--- src/rtl/radix4_mult_pkg.sv ---
// ============================================================================
//  Module      : radix4_mult_pkg
//  Description : Shared types and constants for the radix-4 multiplier sequencer.
//  Revision    : 1.0 - initial release
// ============================================================================
`default_nettype none

package radix4_mult_pkg;

    localparam int BEATS     = 16;
    localparam int OP_W      = 32;
    localparam int PROD_W    = 64;
    localparam int DEF_TAG_W = 4;

    typedef enum logic [1:0] {
        IDLE  = 2'd0,
        CLEAR = 2'd1,
        RUN   = 2'd2,
        WAIT  = 2'd3
    } seq_state_e;

    typedef struct packed {
        logic [OP_W-1:0]      a;
        logic [OP_W-1:0]      b;
        logic [DEF_TAG_W-1:0] tag;
    } op_entry_t;

endpackage

`default_nettype wire

--- src/rtl/radix4_mult_seq_op_fifo.sv ---
// ============================================================================
//  Module      : op_fifo
//  Description : Synchronous operand FIFO with wrap-bit pointers.
//  Revision    : 1.0 - initial release
// ============================================================================
`default_nettype none

module op_fifo
    import radix4_mult_pkg::*;
#(
    parameter int DEPTH = 2
) (
    input  logic      CLK,
    input  logic      rst_n,
    input  logic      push,
    input  op_entry_t wr_data,
    input  logic      pop,
    output op_entry_t rd_data,
    output logic      full,
    output logic      empty
);

    localparam int AW = $clog2(DEPTH);

    op_entry_t      r_mem [DEPTH];
    logic [AW:0]    r_wr_ptr;
    logic [AW:0]    r_rd_ptr;
    logic           w_push;
    logic           w_pop;

    assign empty  = (r_wr_ptr == r_rd_ptr);
    assign full   = (r_wr_ptr[AW] != r_rd_ptr[AW]) &&
                    (r_wr_ptr[AW-1:0] == r_rd_ptr[AW-1:0]);
    // A pop in the same cycle frees the head slot, so a push at full is legal then.
    assign w_push  = push & (~full | pop);
    assign w_pop   = pop & ~empty;
    assign rd_data = r_mem[r_rd_ptr[AW-1:0]];

    always_ff @(posedge CLK) begin
        if (!rst_n) begin
            r_wr_ptr <= '0;
            r_rd_ptr <= '0;
        end else begin
            if (w_push) begin
                r_wr_ptr <= r_wr_ptr + 1'b1;
            end
            if (w_pop) begin
                r_rd_ptr <= r_rd_ptr + 1'b1;
            end
        end
    end

    always_ff @(posedge CLK) begin
        if (w_push) begin
            r_mem[r_wr_ptr[AW-1:0]] <= wr_data;
        end
    end

endmodule

`default_nettype wire

--- src/rtl/radix4_mult_seq.sv ---
// ============================================================================
//  Module      : radix4_mult_seq
//  Description : Issue/collect sequencer around the 16-beat radix-4 Booth multiplier.
//  Revision    : 1.0 - initial release
// ============================================================================
`default_nettype none

module radix4_mult_seq
    import radix4_mult_pkg::*;
#(
    parameter int FIFO_DEPTH = 2,
    parameter int TAG_W      = DEF_TAG_W,
    parameter int BEATS      = radix4_mult_pkg::BEATS
) (
    input  logic              CLK,
    input  logic              rst_n,
    input  logic              in_valid,
    output logic              in_ready,
    input  logic [31:0]       in_a,
    input  logic [31:0]       in_b,
    input  logic [TAG_W-1:0]  in_tag,
    output logic              mul_rst_n,
    output logic              mul_valid_in,
    output logic [31:0]       mul_a,
    output logic [31:0]       mul_b,
    input  logic              mul_valid_out,
    input  logic [63:0]       mul_c,
    output logic              out_valid,
    input  logic              out_ready,
    output logic [63:0]       out_c,
    output logic [TAG_W-1:0]  out_tag,
    output logic              busy,
    output logic              err
);

    localparam int                BW          = $clog2(BEATS);
    localparam logic [BW-1:0]     c_last_beat = BW'(BEATS - 1);

    // The FIFO entry type carries a package-fixed tag width.
    if (TAG_W != DEF_TAG_W) begin : g_tag_w_chk
        $error("TAG_W must equal radix4_mult_pkg::DEF_TAG_W");
    end

    seq_state_e          r_state;
    logic [BW-1:0]       r_beat;
    logic [31:0]         r_mul_a;
    logic [31:0]         r_mul_b;
    logic [TAG_W-1:0]    r_tag;
    logic                r_first;
    logic                r_err;
    logic                r_out_valid;
    logic [63:0]         r_out_c;
    logic [TAG_W-1:0]    r_out_tag;

    op_entry_t           w_wr_entry;
    op_entry_t           w_head;
    logic                w_full;
    logic                w_empty;
    logic                w_push;
    logic                w_pop;
    logic                w_out_free;
    logic                w_lost;
    logic                w_capture;

    assign w_wr_entry = '{a: in_a, b: in_b, tag: in_tag};
    assign in_ready   = rst_n & ~w_full;
    assign w_push     = in_valid & in_ready;
    assign w_pop      = (r_state == IDLE) & ~w_empty;

    op_fifo #(
        .DEPTH   (FIFO_DEPTH)
    ) u_op_fifo (
        .CLK     (CLK),
        .rst_n   (rst_n),
        .push    (w_push),
        .wr_data (w_wr_entry),
        .pop     (w_pop),
        .rd_data (w_head),
        .full    (w_full),
        .empty   (w_empty)
    );

    // The product is only guaranteed on the first WAIT cycle; later cycles are a backpressure hold.
    assign w_out_free = ~r_out_valid | out_ready;
    assign w_lost     = (r_state == WAIT) & r_first & ~mul_valid_out;
    assign w_capture  = (r_state == WAIT) & ~w_lost & w_out_free;

    always_ff @(posedge CLK) begin
        if (!rst_n) begin
            r_state <= IDLE;
            r_beat  <= '0;
            r_mul_a <= '0;
            r_mul_b <= '0;
            r_tag   <= '0;
            r_first <= 1'b0;
            r_err   <= 1'b0;
        end else begin
            case (r_state)
                IDLE: begin
                    if (!w_empty) begin
                        r_mul_a <= w_head.a;
                        r_mul_b <= w_head.b;
                        r_tag   <= w_head.tag;
                        r_state <= CLEAR;
                    end
                end
                CLEAR: begin
                    r_beat  <= '0;
                    r_state <= RUN;
                end
                RUN: begin
                    r_beat <= r_beat + 1'b1;
                    if (r_beat == c_last_beat) begin
                        r_first <= 1'b1;
                        r_state <= WAIT;
                    end
                end
                WAIT: begin
                    r_first <= 1'b0;
                    if (w_lost) begin
                        r_err   <= 1'b1;
                        r_state <= IDLE;
                    end else if (w_capture) begin
                        r_state <= IDLE;
                    end
                end
                default: r_state <= IDLE;
            endcase
        end
    end

    always_ff @(posedge CLK) begin
        if (!rst_n) begin
            r_out_valid <= 1'b0;
            r_out_c     <= '0;
            r_out_tag   <= '0;
        end else if (w_capture) begin
            r_out_valid <= 1'b1;
            r_out_c     <= mul_c;
            r_out_tag   <= r_tag;
        end else if (out_ready) begin
            r_out_valid <= 1'b0;
        end
    end

    assign mul_rst_n    = rst_n & (r_state != CLEAR);
    assign mul_valid_in = (r_state == RUN);
    assign mul_a        = r_mul_a;
    assign mul_b        = r_mul_b;
    assign out_valid    = r_out_valid;
    assign out_c        = r_out_c;
    assign out_tag      = r_out_tag;
    assign busy         = ~w_empty | (r_state != IDLE);
    assign err          = r_err;

endmodule

`default_nettype wire

--- config.mk ---
export PLATFORM = sky130hd
export DESIGN_NAME = radix4_mult_seq
export DESIGN_NICKNAME = d
export VERILOG_FILES = /design/src/rtl/radix4_mult_pkg.sv /design/src/rtl/radix4_mult_seq_op_fifo.sv /design/src/rtl/radix4_mult_seq.sv
export SDC_FILE = /design/constraint.sdc
export NUM_CORES = 1
export LEC_CHECK = 0
export CORE_ASPECT_RATIO = 0.8
export CORE_MARGIN = 3
export CORE_UTILIZATION = 45
export CTS_BUF_LIST = sky130_fd_sc_hd__clkbuf_8 sky130_fd_sc_hd__clkbuf_16
export CTS_CLUSTER_DIAMETER = 60
export CTS_CLUSTER_SIZE = 25
export DETAILED_ROUTE_END_ITERATION = 8
export GPL_TIMING_DRIVEN = 0
export PLACE_DENSITY_LB_ADDON = 0.15
export RECOVER_POWER = 100
export SETUP_SLACK_MARGIN = 0.5
export SLEW_MARGIN = 20
export SYNTH_ARGS = -nofsm -noshare
export SYNTH_HDL_FRONTEND = slang
export SYNTH_SLANG_ARGS = --single-unit
--- constraint.sdc ---
create_clock -name CLK -period 7.8 [get_ports CLK]
set_input_delay 0.78 -clock CLK [delete_from_list [all_inputs] [get_ports CLK]]
set_output_delay 0.78 -clock CLK [all_outputs]
set_load 0.01 [all_outputs]
# Word level (Yosys, flattened, before mapping)
# Memories as Yosys holds them, arrays and structs flattened. A register that Yosys moved wholly into a read port is not among the register bits.
# Index checks and enable logic that the tools add are counted.
[word_totals]
elab_cells = 65
out_inout_bits = 138
ram_bits = 136
memories = 1
ff_bits = 81
[op_classes]
n_bitwise = 18
eq_ne = 11
reduce_logical = 11
n_addsub = 3
mux = 12
[mem_list]
columns = ["name", "depth", "word_bits", "read_ports", "rd_clocked_by_memory_dff", "write_ports", "line", "source"]
rows = [
  ["u_op_fifo.r_mem", 2, 68, 1, 1, 1, "radix4_mult_seq_op_fifo.sv:25", "op_entry_t r_mem [DEPTH];"],
]
[op_table]
columns = ["cell", "n"]
rows = [
  ["$and A1 B1 Y1", 10],
  ["$mux W2", 4],
  ["$pmux W2 S4", 1],
  ["$pmux W4 S2", 1],
  ["$reduce_bool A2 Y1", 4],
  ["$reduce_and A2 Y1", 3],
  ["$mux W1", 5],
  ["$not A1 Y1", 5],
  ["$add A2 B1 Y2 const B", 2],
  ["$add A4 B1 Y4 const B", 1],
  ["$eq A2 B2 Y1 const B", 2],
  ["$eq A4 B4 Y1 const B", 1],
  ["$ne A2 B1 Y1 const B", 2],
  ["$ne A3 B3 Y1 const B", 1],
  ["$or A1 B1 Y1", 3],
  ["$reduce_and A3 Y1", 1],
  ["$eq A2 B1 Y1 const B", 1],
  ["$eq A2 B2 Y1", 1],
  ["$logic_not A2 Y1", 1],
  ["$ne A2 B2 Y1 const B", 1],
  ["$pmux W1 S2", 1],
  ["$eq A1 B1 Y1", 1],
  ["$logic_and A1 B1 Y1", 1],
  ["$logic_not A1 Y1", 1],
  ["$ne A1 B1 Y1", 1],
]

# Depth between registers and ports, before layout
# Gate-level depths: netlist of run 1.
[depth]
depth_word = 9
depth_mapped = 7
depth_no_buf = 6

# Modules after synthesis
# From an unflattened synthesis of run 1, not the netlist that was laid out.
[hier_totals]
hier_cells = 900
area_unflattened_um2 = 10704.0
[by_module_without_submodules]
columns = ["module", "cells_per_inst", "instances", "area_per_inst_um2"]
rows = [
  ["radix4_mult_seq", 654, 1, 5509.0],
  ["op_fifo", 246, 1, 5195.0],
]

# Worst setup path before layout of run 1
# No wires, ideal clock.
[synth_timing]
path_type = "input to register"
startpoint = "input rst_n"
endpoint = "memory u_op_fifo.r_mem[0][0] in the netlist's numbering (enable)"
stages = 4
path_buffers = 1
arrival_ns = 4.317
slack_ns = 2.988
path_cell_list = "buf_2 -> a21boi_0 -> nand2_1 -> nor2_1"
[synth_via]
elab_chain_len = 5
[synth_lines]
columns = ["element", "line", "source"]
rows = [
  ["start, declared", "radix4_mult_seq.sv:16", "input logic rst_n,"],
  ["$and A1 B1 Y1", "radix4_mult_seq.sv:66", "assign in_ready = rst_n & ~w_full;"],
  ["named net in_ready", "radix4_mult_seq.sv:18", "output logic in_ready,"],
  ["$and A1 B1 Y1", "radix4_mult_seq.sv:67", "assign w_push = in_valid & in_ready;"],
  ["$and A1 B1 Y1", "radix4_mult_seq_op_fifo.sv:35", "assign w_push = push & (~full | pop);"],
  ["$mux W1", "radix4_mult_seq_op_fifo.sv:54", "if (w_push) begin"],
  ["$mux W1 (not written as such)", "radix4_mult_seq_op_fifo.sv:55", "r_mem[r_wr_ptr[AW-1:0]] <= wr_data;"],
  ["end, declared", "radix4_mult_seq_op_fifo.sv:25", ""],
]
# The timed path passes the listed nets, and every way through them passes these cells.

# Worst setup path after layout of run 1
[layout_timing]
startpoint = "register u_op_fifo.r_rd_ptr[0]"
endpoint = "memory u_op_fifo.r_mem[0][48] in the netlist's numbering (enable)"
[layout_via]
elab_chain_len = 8
elab_cells_between_ends = 12
cone_classes = "eq/ne (2); mux (2); bitwise (7); reduce/logical (1)"
[layout_lines]
columns = ["element", "line", "source"]
rows = [
  ["start, declared", "radix4_mult_seq_op_fifo.sv:27", "logic [AW:0] r_rd_ptr;"],
  ["start signal, assigned", "radix4_mult_seq_op_fifo.sv:48", "r_rd_ptr <= r_rd_ptr + 1'b1;"],
  ["$eq A1 B1 Y1", "radix4_mult_seq_op_fifo.sv:33", "(r_wr_ptr[AW-1:0] == r_rd_ptr[AW-1:0]);"],
  ["$logic_and A1 B1 Y1", "radix4_mult_seq_op_fifo.sv:32", "assign full = (r_wr_ptr[AW] != r_rd_ptr[AW]) &&"],
  ["$not A1 Y1", "radix4_mult_seq_op_fifo.sv:35, radix4_mult_seq.sv:66", ""],
  ["$and A1 B1 Y1", "radix4_mult_seq.sv:66", ""],
  ["$and A1 B1 Y1", "radix4_mult_seq.sv:67", ""],
  ["$and A1 B1 Y1 *", "radix4_mult_seq_op_fifo.sv:35", ""],
  ["$mux W1 *", "radix4_mult_seq_op_fifo.sv:54", ""],
  ["$mux W1 (not written as such) *", "radix4_mult_seq_op_fifo.sv:55", ""],
]
# Mark *: on every way between the ends. The rest lies on a longest branch, timed or not.

==> results of run 1 <==
[metal layers]
metal  part of all wire  vias up  global-route usage  routed length (um)
met3              0.072       44              0.0512                1810
li1                   -     3509                   -                   -
met5            0.00079        -                   0                  20
met4              0.025        4              0.0458                 619
met2               0.46      212               0.314               11500
met1               0.45     3323               0.261               11200
[registers in the layout, summed over array words and instances, names as in the netlist]
signal and count:
r_first 1, u_op_fifo.r_mem 136, err 1, r_state 2, mul_b 32, out_c 64
out_valid 1, r_beat 4, mul_a 32, r_tag 4, out_tag 4, u_op_fifo.r_wr_ptr 2
u_op_fifo.r_rd_ptr 2
[layout make-up]
class / count / area, um^2
well taps: 306 / 383
repair buffers: 277 / 2770
inverters: 6 / 23.8
fillers: 1792 / 8440
diodes: 5 / 12.5
plain buffers: 56 / 231
flip-flops and latches: 285 / 7070
clock inverters: 14 / 146
multi-input cells: 471 / 3070
clock buffers: 19 / 475
[synthesized netlist by cell type (2+ instances only)]
master    instances  area [um^2]
nand2_1         213          800
dfxtp_1         149         2980
edfxtp_1        136         4080
a21boi_0         70          526
mux2i_1          70          701
o211a_1          69          691
clkbuf_1         24         90.1
buf_2            22          110
buf_4            10         75.1
ha_1              6         75.1
inv_1             6         22.5
a21boi_1          5         37.5
nand3_1           5         25.0
nand2b_1          4         25.0
xnor2_1           4         35.0
nor3_1            3         15.0
o21a_1            3         22.5
a21oi_1           2         10.0
and2_1            2         12.5
nor2_1            2         7.51
nor2b_1           2         12.5
o21ai_0           2         10.0
[metrics by stage]
step / cell area [um^2] / power, W / util / cells / setup WS, ns
2_1_floorplan: 10400 / 0.00257 / - / 818 / 2.99
3_3_place_gp: 13600 / 0.00312 / 0.599 / 1397 / 1.14
3_5_place_dp: 13700 / 0.00315 / 0.604 / 1401 / 4.85
4_1_cts: 14300 / 0.00417 / 0.631 / 1434 / 4.85
5_1_grt: 14200 / 0.00425 / 0.627 / 1438 / 2.57
6_report: 14200 / 0.00403 / 0.627 / 1439 / 3.04
[cells by family after synthesis]
| group | after synthesis | synth area share |
|---|---|---|
| DFF | 285 | 0.677 |
| buffers and inverters | 62 | 0.0285 |
| AOI/OAI and AO/OA | 154 | 0.127 |
| and+or+nand+nor | 236 | 0.0891 |
| adders and majority gates | 6 | 0.00719 |
| muxes | 70 | 0.0671 |
| xor gates and xnor gates | 5 | 0.00419 |
[where the power goes]
group,internal [W],total [W],switching (W)
Combinational,0.000513,0.00112,0.000610
Sequential,0.00178,0.00187,0.0000942
Clock,0.000479,0.00103,0.000549
Total,0.00277,0.00403,0.00125
[tightest hold or removal path: stages (launching register included)]
cell	delay, ns
dfxtp_1	0.31
nand2_1	0.05
a21boi_1	0.05
[final timing paths]
check,startpoint,endpoint,slack [ns],depth (start not counted)
hold reg to reg,out_c[46],out_c[46],0.45,2
setup reg to reg,u_op_fifo.r_rd_ptr[0],u_op_fifo.r_mem[0][48],3.04,8
setup / recovery,u_op_fifo.r_rd_ptr[0],u_op_fifo.r_mem[0][48],3.04,8
hold / removal,out_c[46],out_c[46],0.45,2
==> summary.txt, run 1 <==
Critical path
  • CP max FO: 23
  • Worst Path Buf+Inv: 4
  • Worst setup SP type: flop
  • WP data arrival: 4.97 ns
  • CP top delay family: buffers and inverters
  • CP cell instances: clkbuf_1 -> xnor2_1 -> a21boi_0 -> nand2_1 -> nor2_1 -> clkbuf_1 -> clkbuf_1 -> buf_16
  • WS Path Type: flop to flop
  • Worst Path Required: 8.00 ns
  • CP dominant cell by count: clkbuf_1
  • Critical Path Sink Type: flop
  • Crit-path slowest cell: clkbuf_1
  • Slowest cell delay on critical path: 1.12 ns

CTS
  • Clock Tree Buf Depth: 3
  • # hold bufs at CTS: 0
  • Skew-Pair Late Insertion Delay: 0.51 ns
  • CTS tree: done
  • Root Buffer: clkbuf_16
  • H-tree levels: 1
  • Num CTS Buffers: 19
  • CTS clk-pin slew, worst paths: about 0.09 ns
  • Setup Buffers After CTS: 0
  • CTS resizes: 0
  • Sink Count: 285

Synthesis
  • Library cells used by synthesis: 31
  • Number of synthesized register bits: 285
  • Syn nets: 961
  • Sequential share of the synthesized area: 0.677
  • Synth Flop Type: dfxtp_1
  • Post-Synthesis Cells: 818
  • Number of synthesized flops with an enable pin: ~140
  • Syn. warnings: 0
  • Mean area per synthesized cell: ~13 um^2
  • Asr flop ratio synth: 0
  • Mapped cell area: 10400 um^2

Timing
  • Fin Hold WS: 0.450 ns
  • Fin. Hold Viols: 0
  • Slew margin rel.: -0.878
  • Final Max Slew Viols: 47
  • Slew @ Worst Pin: 2.82 ns
  • Worst clock skew: 0.0191 ns
  • RSZ-0062 raised after global routing: no
  • Sum Neg Setup Slack: 0 ns
  • Fmax: around 210 MHz
  • Fin crit period: between 4 and 5 ns
  • Setup violators final: 0
  • Period utilisation layout: 0.610

Floorplanning
  • Die Width: 176 um
  • Initial Util: 0.462
  • Rows: 49
  • Die Ht: 142 um
  • Die area: between 20000 and 30000 um^2
  • Core Area: between 20000 and 25000 um^2
  • Boundary Pins: around 280

Pwr
  • Worst-case vdd ir drop: 0.220 mV
  • Lkg Pwr: 5.86 nW
  • Pwr/cell area: 284 nW/um^2

Drt
  • Detail Route Antenna Nets: 0
  • Via count: 7092
  • Iteration-0 DRC Markers: 276
  • Drt drc: 0
  • Overall routed net length: around 25000 um
  • Drt pass-1 iters: 5
  • Vias per std cell: 4.93
  • Average wire per cell in the routed design: ~18 um

Global routing
  • Tot GR Track Use: 0.193
  • Largest net degree at the start of global routing: 47
  • First-pass GRT wire length: 38200 um
  • Total global routing overflow: 0
  • Vias in the first global route: 6860
  • Initial antenna violation count: 8

Run status
  • Failing checks: max-capacitance violations, max-slew violations
  • Status: finished with violations

Cells and area
  • Most common cell after layout, fill and taps aside: nand2_1
  • Nets@finish: between 1000 and 1500
  • Ratio of cells with drive above 1 in the final layout: 0.0443
  • Most frequent cells in the layout: 213 x nand2_1, 207 x dlygate4sd3_1, 149 x dfxtp_1, 136 x edfxtp_1, 75 x a21boi_0
  • Area Overhead vs Synth: 35.8%

Placed design
  • Post-DP HPWL: 17900 um
  • Placer's final routability congestion estimate: roughly 0.76
  • Port Buf Inserts: about 270

Job
  • # Max-Cap Violations: 1

Worst hold path
  • HP Class: flop to flop
(Power assumes the default switching activity.)
==> inputs of run 2 (changes only) <==
Clock period 7.8 ns to 4.87 ns, I/O delays scaled along.
==> run 2 against run 1 <==
Compared with the run above: the flow still finishes with violations (max-capacitance violations, max-slew violations); sequential share of layout area increased by 0.11 points; critical path depth decreased by 3; cell count decreased by 0.14%; clock power increased by 56%.
==> summary.txt, run 2 (synthesized netlist as in run 1, its figures left out) <==
Critical path
  • CP max FO: 35
  • Worst setup SP type: flop
  • Worst Path Required: just under 5 ns
  • CP cell instances: clkbuf_1 -> inv_1 -> o2111ai_1 -> inv_4 -> clkbuf_1
  • WP data arrival: 3.41 ns
  • WS Path Type: flop to flop
  • Crit-path slowest cell: clkbuf_1
  • CP dominant cell by count: clkbuf_1
  • Critical Path Sink Type: flop
  • Slowest cell delay on critical path: 1.47 ns

Global routing
  • Total global routing overflow: 0
  • Vias in the first global route: 7084
  • Largest net degree at the start of global routing: 36
  • Met3 Use GR: 0.0520
  • Met2 Usage GRT: 0.324
  • First-pass GRT wire length: between 30000 and 40000 um
  • Tot GR Track Use: 0.189
  • Most Crowded Layer GR: met2
  • Grt met1 use: 0.244
  • Initial antenna violation count: 8

Run status
  • Failing checks: max-capacitance violations, max-slew violations
  • Status: finished with violations

Job
  • # Max-Cap Violations: 2

Drt
  • Detail Route Antenna Nets: 0
  • Drt drc: 0
  • Via count: 7027
  • Drt pass-1 iters: 5
  • Average wire per cell in the routed design: approximately 17 um
  • Vias per std cell: ~5
  • Iteration-0 DRC Markers: 320
  • Overall routed net length: 24000 um

Placed design
  • Placer's final routability congestion estimate: 0.770
  • Post-DP HPWL: roughly 17000 um
  • Port Buf Inserts: about 270

Floorplanning
  • Core Area: approximately 23000 um^2
  • Die area: approximately 25000 um^2
  • Die Ht: about 140 um
  • Initial Util: 0.462
  • Boundary Pins: 275
  • Rows: ~50
  • Die Width: 176 um

CTS
  • Sink Count: 285
  • H-tree levels: 1
  • Num CTS Buffers: 18
  • CTS resizes: 0
  • Skew-Pair Late Insertion Delay: 0.50 ns
  • Setup Buffers After CTS: 0
  • Root Buffer: clkbuf_16
  • # hold bufs at CTS: 0
  • Clock Tree Buf Depth: 3
  • CTS tree: done
  • CTS clk-pin slew, worst paths: 0.09 ns

Timing
  • Final Max Slew Viols: a little under 60
  • RSZ-0062 raised after global routing: no
  • Fin. Hold Viols: 0
  • Worst clock skew: roughly 0.016 ns
  • Setup violators final: 0
  • Period utilisation layout: 0.682
  • Fin crit period: 3.32 ns
  • Sum Neg Setup Slack: 0 ns
  • Fmax: 301 MHz
  • Slew @ Worst Pin: 1.98 ns
  • Slew margin rel.: -0.318

Pwr
  • Sequential Power Share: 0.469
  • Net Sw Frac: 0.304
  • Internal: 0.00444 W
  • Worst-case vdd ir drop: between 0.3 and 0.4 mV
  • Logic pwr share: 0.279
  • Clock group share of total power: 0.252
  • Pwr/cell area: 450 nW/um^2
  • P_sw: 0.00194 W
  • Lkg Pwr: about 5.8 nW

Worst hold path
  • HP Class: flop to flop

Cells and area
  • Ratio of cells with drive above 1 in the final layout: 0.0453
  • Most frequent cells in the layout: 213 x nand2_1, 206 x dlygate4sd3_1, 149 x dfxtp_1, 136 x edfxtp_1, 74 x a21boi_0
  • Nets@finish: 1258
  • Most common cell after layout, fill and taps aside: nand2_1
  • Largest register FFs: around 140
  • Area Overhead vs Synth: 35.5%
  • Final core occ: 0.626
-- run 2: layer usage --
layer	wire length [um]	share of wire
met5	42	0.0017
met4	439	0.018
met3	1820	0.076
met2	11200	0.47
met1	10500	0.44
-- run 2: cell type report --
cell class	instances	area, um^2
fillers	1801	8470
flip-flops and latches	285	7070
multi-input cells	471	3070
repair buffers	277	2760
clock buffers	20	489
well taps	306	383
plain buffers	56	230
clock inverters	12	111
inverters	6	25.0
diodes	4	10.0
-- run 2: worst paths after layout --
path / startpoint / endpoint / slack, ns / cells past startpoint
max reg2reg: u_op_fifo.r_rd_ptr[0] / u_op_fifo.r_mem[1][33] / 1.55 / 5
max: u_op_fifo.r_rd_ptr[0] / u_op_fifo.r_mem[1][33] / 1.55 / 5
min: out_c[46] / out_c[46] / 0.46 / 2
min reg2reg: out_c[46] / out_c[46] / 0.46 / 2
-- run 2: through the flow --
| step | total power [W] | hold slack (ns) | cells | cell area, um^2 | setup slack [ns] |
|---|---|---|---|---|---|
| after floorplan | 0.00411 | 0.441 | 818 | 10400 | 1.48 |
| after global placement | 0.00498 | 0.443 | 1397 | 13600 | 0.361 |
| after detailed placement | 0.00501 | 0.451 | 1401 | 13600 | 2.55 |
| after CTS | 0.00662 | 0.463 | 1433 | 14200 | 2.29 |
| after global routing | 0.00674 | 0.479 | 1437 | 14200 | 1.22 |
| final | 0.00638 | 0.456 | 1437 | 14200 | 1.55 |
-- run 2: power by group through the flow --
stage	Combinational [W]	Sequential, W	Clock (W)
after floorplan	0.000982	0.00313	0
after global placement	0.00192	0.00306	0
after detailed placement	0.00196	0.00305	0
after CTS	0.00197	0.00300	0.00165
after global routing	0.00197	0.00303	0.00173
final	0.00178	0.00299	0.00161
-- run 2: critical path, delay by kind of cell, from the launching register on --
family                 cells  cell delay, ns
flip-flops                 1            0.31
AO/OA/AOI/OAI              1            0.24
buffers and inverters      4            2.34
